$ cat src/rtl/rf_wb_arbiter.sv
// Round-robin arbiter sharing the register-file write port between EX (A) and MEM (B) write-back; x0 writes are acked, dropped and counted.
// Latency: one cycle from accept to rf_write_en; one write per cycle sustained.
// Backpressure: rf_stall holds the registered entry and blocks new grants; RF_WB_BYPASS_EN adds pending-write forwarding ports.
module rf_wb_arbiter #(
    parameter int DATA_WIDTH     = 32,
    parameter int ADDR_WIDTH     = 5,
    parameter int DROP_CNT_WIDTH = 8
) (
    input  logic                      clk,
    input  logic                      rst_n,
    input  logic                      a_valid,
    output logic                      a_ready,
    input  logic [ADDR_WIDTH-1:0]     a_rd_addr,
    input  logic [DATA_WIDTH-1:0]     a_rd_data,
    input  logic                      b_valid,
    output logic                      b_ready,
    input  logic [ADDR_WIDTH-1:0]     b_rd_addr,
    input  logic [DATA_WIDTH-1:0]     b_rd_data,
    input  logic                      rf_stall,
    output logic                      rf_write_en,
    output logic [ADDR_WIDTH-1:0]     rf_rd_addr,
    output logic [DATA_WIDTH-1:0]     rf_data_in,
    output logic [DROP_CNT_WIDTH-1:0] drop_count
`ifdef RF_WB_BYPASS_EN
    ,
    input  logic [ADDR_WIDTH-1:0]     byp_rs1_addr,
    input  logic [ADDR_WIDTH-1:0]     byp_rs2_addr,
    output logic                      byp_rs1_hit,
    output logic                      byp_rs2_hit,
    output logic [DATA_WIDTH-1:0]     byp_data
`endif
);

    typedef struct packed {
        logic [ADDR_WIDTH-1:0] addr;
        logic [DATA_WIDTH-1:0] dat;
    } wb_ent_t;

    logic                      out_vld_q, out_vld_d;
    wb_ent_t                   out_ent_q, out_ent_d;
    logic [DROP_CNT_WIDTH-1:0] drop_cnt_q, drop_cnt_d;
    logic                      rr_last_q, rr_last_d;  // 1 = B won last, so A wins the next tie
    logic                      can_accept;
    logic                      gnt_a, gnt_b;
    wb_ent_t                   req_ent;

    always_comb begin
        can_accept = ~out_vld_q | ~rf_stall;
        gnt_a      = can_accept & a_valid & (~b_valid | rr_last_q);
        gnt_b      = can_accept & b_valid & (~a_valid | ~rr_last_q);
        req_ent.addr = gnt_b ? b_rd_addr : a_rd_addr;
        req_ent.dat  = gnt_b ? b_rd_data : a_rd_data;
    end

    always_comb begin
        out_vld_d  = out_vld_q;
        out_ent_d  = out_ent_q;
        drop_cnt_d = drop_cnt_q;
        rr_last_d  = rr_last_q;
        if (gnt_a | gnt_b) begin
            rr_last_d = gnt_b;
            if (req_ent.addr == '0) begin
                out_vld_d = 1'b0;
                if (drop_cnt_q != '1) begin
                    drop_cnt_d = drop_cnt_q + DROP_CNT_WIDTH'(1);
                end
            end else begin
                out_vld_d = 1'b1;
                out_ent_d = req_ent;
            end
        end else if (can_accept) begin
            out_vld_d = 1'b0;
        end
    end

    always_ff @(posedge clk or negedge rst_n) begin
        if (!rst_n) begin
            out_vld_q  <= 1'b0;
            out_ent_q  <= '0;
            drop_cnt_q <= '0;
            rr_last_q  <= 1'b1;
        end else begin
            out_vld_q  <= out_vld_d;
            out_ent_q  <= out_ent_d;
            drop_cnt_q <= drop_cnt_d;
            rr_last_q  <= rr_last_d;
        end
    end

    assign a_ready     = gnt_a;
    assign b_ready     = gnt_b;
    assign rf_write_en = out_vld_q & ~rf_stall;
    assign rf_rd_addr  = out_ent_q.addr;
    assign rf_data_in  = out_ent_q.dat;
    assign drop_count  = drop_cnt_q;

`ifdef RF_WB_BYPASS_EN
    // Forward the pending entry to decode, including while the RF is stalled.
    assign byp_rs1_hit = out_vld_q & (out_ent_q.addr == byp_rs1_addr) & (byp_rs1_addr != '0);
    assign byp_rs2_hit = out_vld_q & (out_ent_q.addr == byp_rs2_addr) & (byp_rs2_addr != '0);
    assign byp_data    = out_ent_q.dat;
`endif

endmodule
$ cat config.mk
export PLATFORM = sky130hd
export DESIGN_NAME = rf_wb_arbiter
export DESIGN_NICKNAME = d
export VERILOG_FILES = /design/src/rtl/rf_wb_arbiter.sv
export SDC_FILE = /design/constraint.sdc
export NUM_CORES = 1
export LEC_CHECK = 0
export BUFFER_PORTS_ARGS = -buffer_cell sky130_fd_sc_hd__buf_2
export CAP_MARGIN = 40
export CORE_UTILIZATION = 40
export CTS_CLUSTER_SIZE = 16
export DETAILED_ROUTE_END_ITERATION = 10
export PLACE_DENSITY = 0.74
export SETUP_SLACK_MARGIN = 0.5
export SLEW_MARGIN = 40
export SYNTH_ARGS = -nofsm -noshare
export SYNTH_HDL_FRONTEND = slang
export SYNTH_SLANG_ARGS = --single-unit
$ cat constraint.sdc
create_clock -name clk -period 1.76 [get_ports clk]
set_clock_uncertainty 0.15 [all_clocks]
set_input_delay 0.352 -clock clk [delete_from_list [all_inputs] [get_ports clk]]
set_output_delay 0.352 -clock clk [all_outputs]
set_load 0.05 [all_outputs]
==> out/qor_table.md <==
| Group | Metric | This run |
| --- | --- | --- |
| yosys | Number of instances in the synthesized netlist | 219 |
| power | Power density relative to cell area | 1070 nW/um2 |
| power | Post-layout power | 5.28 mW |
| final layout | # fillers | 213 |
| global routing | Number of antenna violations at the first check in global routing | 0 |
| timing | Count of final max-slew check failures | 0 |
| timing | Endpoints failing setup | 46 |
| detailed routing | Total number of vias | 2,730 |
| die | I/O Pins | 127 |
| yosys | Number of flip-flops and latches in the synthesized netlist | 47 |
| clock tree | Number of levels in the clock H-tree | 2 |
| status | Result of the run | finished with violations |
| timing | Relative slew slack | 73.8% |
| detailed routing | Avg WL per Cell | 21.4 um |
| final layout | Multi-input logic area | 1600 um2 |
| job | Max-cap violations | 0 |
| worst hold path | Hold path depth | 3 |
| power | Maximum ir drop on the vdd rail | 0.798 mV |
| worst hold path | HP Class | input port to register |
| yosys | Count of flip-flops with a built-in enable after synthesis | 0 |
| final layout | Fraction of final layout cells with drive strength greater than 1 | 74.5% |
| timing | Worst slew pin tran | 383 ps |
| worst hold path | Critical hold path startpoint | b_rd_data[12] |
| final layout | Signed area change from the synthesized netlist to the final layout | 118% |
| die | Initial cell density of the core | 41.3% |
| clock tree | Clock root buffer master | sky130_fd_sc_hd__clkbuf_8 |
| yosys | Main flop type after synthesis | sky130_fd_sc_hd__dfrtp_1 |
| yosys | Yosys Warn Count | 0 |
| power | Pleak | 2.38 nW |
| final layout | Antenna cell count | 0 |
| status | Violations in the final reports | setup timing |
| timing | Shortest period the worst path allows | 2100 ps |
| detailed routing | Remaining number of nets flagged by the antenna check after routing | 0 |
| final layout | Area occupied by registers | 1180 um2 |
| place | HPWL after detailed placement | 4.34 mm |
| yosys | Fraction of registers with async set or reset after synthesis | 100% |
| global routing | Remaining global-route overflow | 0 |
| clock tree | Clock Pin Slew Worst Setup and Hold Paths | 90 ps |
| timing | Setup ws final | -339 ps |
| global routing | First-pass GRT wire length | 11.9 mm |
| detailed routing | Per-cell via count in the routed design | 5.47 |
| clock tree | # clock sinks | 47 |
| clock tree | CTS tree | done |
| critical path | Worst-path fanout max | 5 |
| global routing | Largest net degree at the start of global routing | 24 |
| detailed routing | Total length of routed wires | 10.7 mm |
| yosys | Netlist Area Pre-Place | 2270 um2 |
| critical path | Reg2Reg Depth | 8 |
| clock tree | Clock latency reported for the late side of the worst-skew pair | 310 ps |
| clock tree | Inserted Clock Buffers | 5 |
| die | Number of placement rows | 27 |
| die | Core Footprint | 5510 um2 |
| critical path | Type of the worst setup path | input port to register |
| final layout | Most used cells in the layout excluding fill and tap cells | sky130_fd_sc_hd__buf_2 (76), sky130_fd_sc_hd__buf_6 (57), sky130_fd_sc_hd__buf_4 (54), sky130_fd_sc_hd__dfrtp_1 (42), sky130_fd_sc_hd__mux2i_1 (35) |
| global routing | Via count of the first global-routing pass | 2,443 |
| global routing | Total global routing track utilization | 26.1% |
| die | Die span in x | 77.4 um |
| critical path | Worst Setup SP | b_rd_addr[2] |
| place | Port-buffer cells | 126 |
| clock tree | CTS max path bufs | 2 |
| critical path | Element type at the critical path end | register |
| yosys | Net count of the mapped netlist | 299 |
| critical path | Slack of the worst reg-to-reg path | -330 ps |
| timing | Unrepaired setup endpoints after global routing | yes |
| die | Die Y | 77.4 um |
| timing | Highest clock frequency the design can meet | 0.476 GHz |
| critical path | Required time worst endpoint | 1820 ps |
| critical path | Data arrival time of the critical path | 2150 ps |
| yosys | Sequential-to-total area share from yosys stat | 51.8% |
| timing | Final hold violation count | 0 |
| timing | Part of the cycle the worst path needs | 119% |
| detailed routing | DRC violations left | 0 |
| yosys | Post-synthesis average cell area | 10.4 um2 |
| detailed routing | Length of the first detailed-routing pass in iterations | 4 |
| critical path | Startpoint of the lowest-slack register-to-register path | rr_last_q$_DFFE_PN1P_ |
| detailed routing | Starting DRC count in detailed routing | 163 |
| final layout | Number of nets in the layout | 506 |
| place | Final estimated routing congestion in global placement | 0.833 |
| yosys | Unique masters post-synth | 31 |
| final layout | Most frequent standard cell in the layout excluding fill and tap cells | sky130_fd_sc_hd__buf_2 |
| die | Total Die Area | 5990 um2 |
| critical path | CP endpoint | drop_count[7]$_DFFE_PN0P_ |
| critical path | Critical register-to-register path endpoint | rf_data_in[2]$_DFFE_PN0P_ |
| timing | Hold Slack | 197 ps |
| critical path | Crit start category | input port |
-- worst max-delay path, stage by stage --
cell and delay, ps:
sky130_fd_sc_hd__buf_6 90, sky130_fd_sc_hd__or4_4 540, sky130_fd_sc_hd__nor4b_4 330, sky130_fd_sc_hd__a21oi_4 100
sky130_fd_sc_hd__buf_4 160, sky130_fd_sc_hd__nor4_2 310, sky130_fd_sc_hd__xor2_1 260
-- power by group --
part	internal, mW	total [mW]	switching, mW
Combinational	1.28	2.83	1.55
Clock	0.568	0.957	0.388
Sequential	1.29	1.49	0.204
-- per-layer routing --
metal | part of all wire [%] | global-route usage (%)
met4 | 6.0 | 9.62
met3 | 6.6 | 5.18
met5 | 0 | 0
met1 | 35 | 29.6
met2 | 53 | 48.0
-- stage by stage --
stage / setup WS [ps] / cell area [um2] / utilization (%) / TNS [ps] / cells
2_1_floorplan: -353 / 2330 / - / -6250 / 219
3_3_place_gp: -487 / 3270 / 59.4 / -14910 / 435
3_5_place_dp: -530 / 3270 / 59.4 / -16630 / 435
4_1_cts: -201 / 4190 / 76.1 / -6410 / 468
5_1_grt: -402 / 4950 / 90.0 / -10800 / 499
6_report: -339 / 4950 / 90.0 / -9360 / 499
-- kinds of logic after synthesis --
| group | share of synthesized area [%] |
|---|---|
| adders and majority gates | 0.550 |
| buffers and inverters | 2.81 |
| xor gates and xnor gates | 1.54 |
| DFF | 51.8 |
| AOI/OAI and AO/OA | 11.0 |
| and+or+nand+nor | 14.1 |
| muxes | 18.2 |
-- what timing repair did --
action                                  4_1_cts  5_1_grt
gates resized for setup                     162      108
cloned                                        4        3
pin swaps                                     7       12
hold buffers                                  1        0
endpoints found under the setup margin       94       95
setup buffers                                20       28
hold endpoints to repair                     10        0
-- cell type report --
cell class | instances | area share, %
repair buffers | 213 | 39.0
multi-input cells | 156 | 32.3
flip-flops and latches | 47 | 23.9
well taps | 72 | 1.82
clock buffers | 6 | 1.47
clock inverters | 2 | 1.21
inverters | 3 | 0.354
-- synth_stat cells (3+ instances only) --
| cell type | count | area [um2] |
|---|---|---|
| sky130_fd_sc_hd__dfrtp_1 | 46 | 1150 |
| sky130_fd_sc_hd__mux2i_1 | 38 | 380 |
| sky130_fd_sc_hd__nor2_1 | 37 | 139 |
| sky130_fd_sc_hd__a21oi_1 | 36 | 180 |
| sky130_fd_sc_hd__clkbuf_1 | 10 | 37.5 |
| sky130_fd_sc_hd__nand2_1 | 9 | 33.8 |
| sky130_fd_sc_hd__nand3_1 | 4 | 20.0 |
| sky130_fd_sc_hd__xor2_1 | 4 | 35.0 |
| sky130_fd_sc_hd__buf_2 | 3 | 15.0 |
| sky130_fd_sc_hd__inv_1 | 3 | 11.3 |
-- worst min-delay path by stage --
| stage | to | slack [ps] |
|---|---|---|
| final | rf_data_in[12]$_DFFE_PN0P_ | 200 |
| after global routing | rf_data_in[16]$_DFFE_PN0P_ | 190 |
| after CTS | rf_data_in[26]$_DFFE_PN0P_ | 180 |
| after detailed placement | rf_data_in[6]$_DFFE_PN0P_ | 130 |
| after global placement | rf_data_in[6]$_DFFE_PN0P_ | 130 |
| after floorplan | drop_count[0]$_DFFE_PN0P_ | -90 |
-- registers in the layout (all words and copies together) (netlist names) --
register    flops
drop_count      8
rf_data_in     32
rf_rd_addr      5
rr_last_q       1
out_vld_q       1
(Power assumes the default switching activity.)
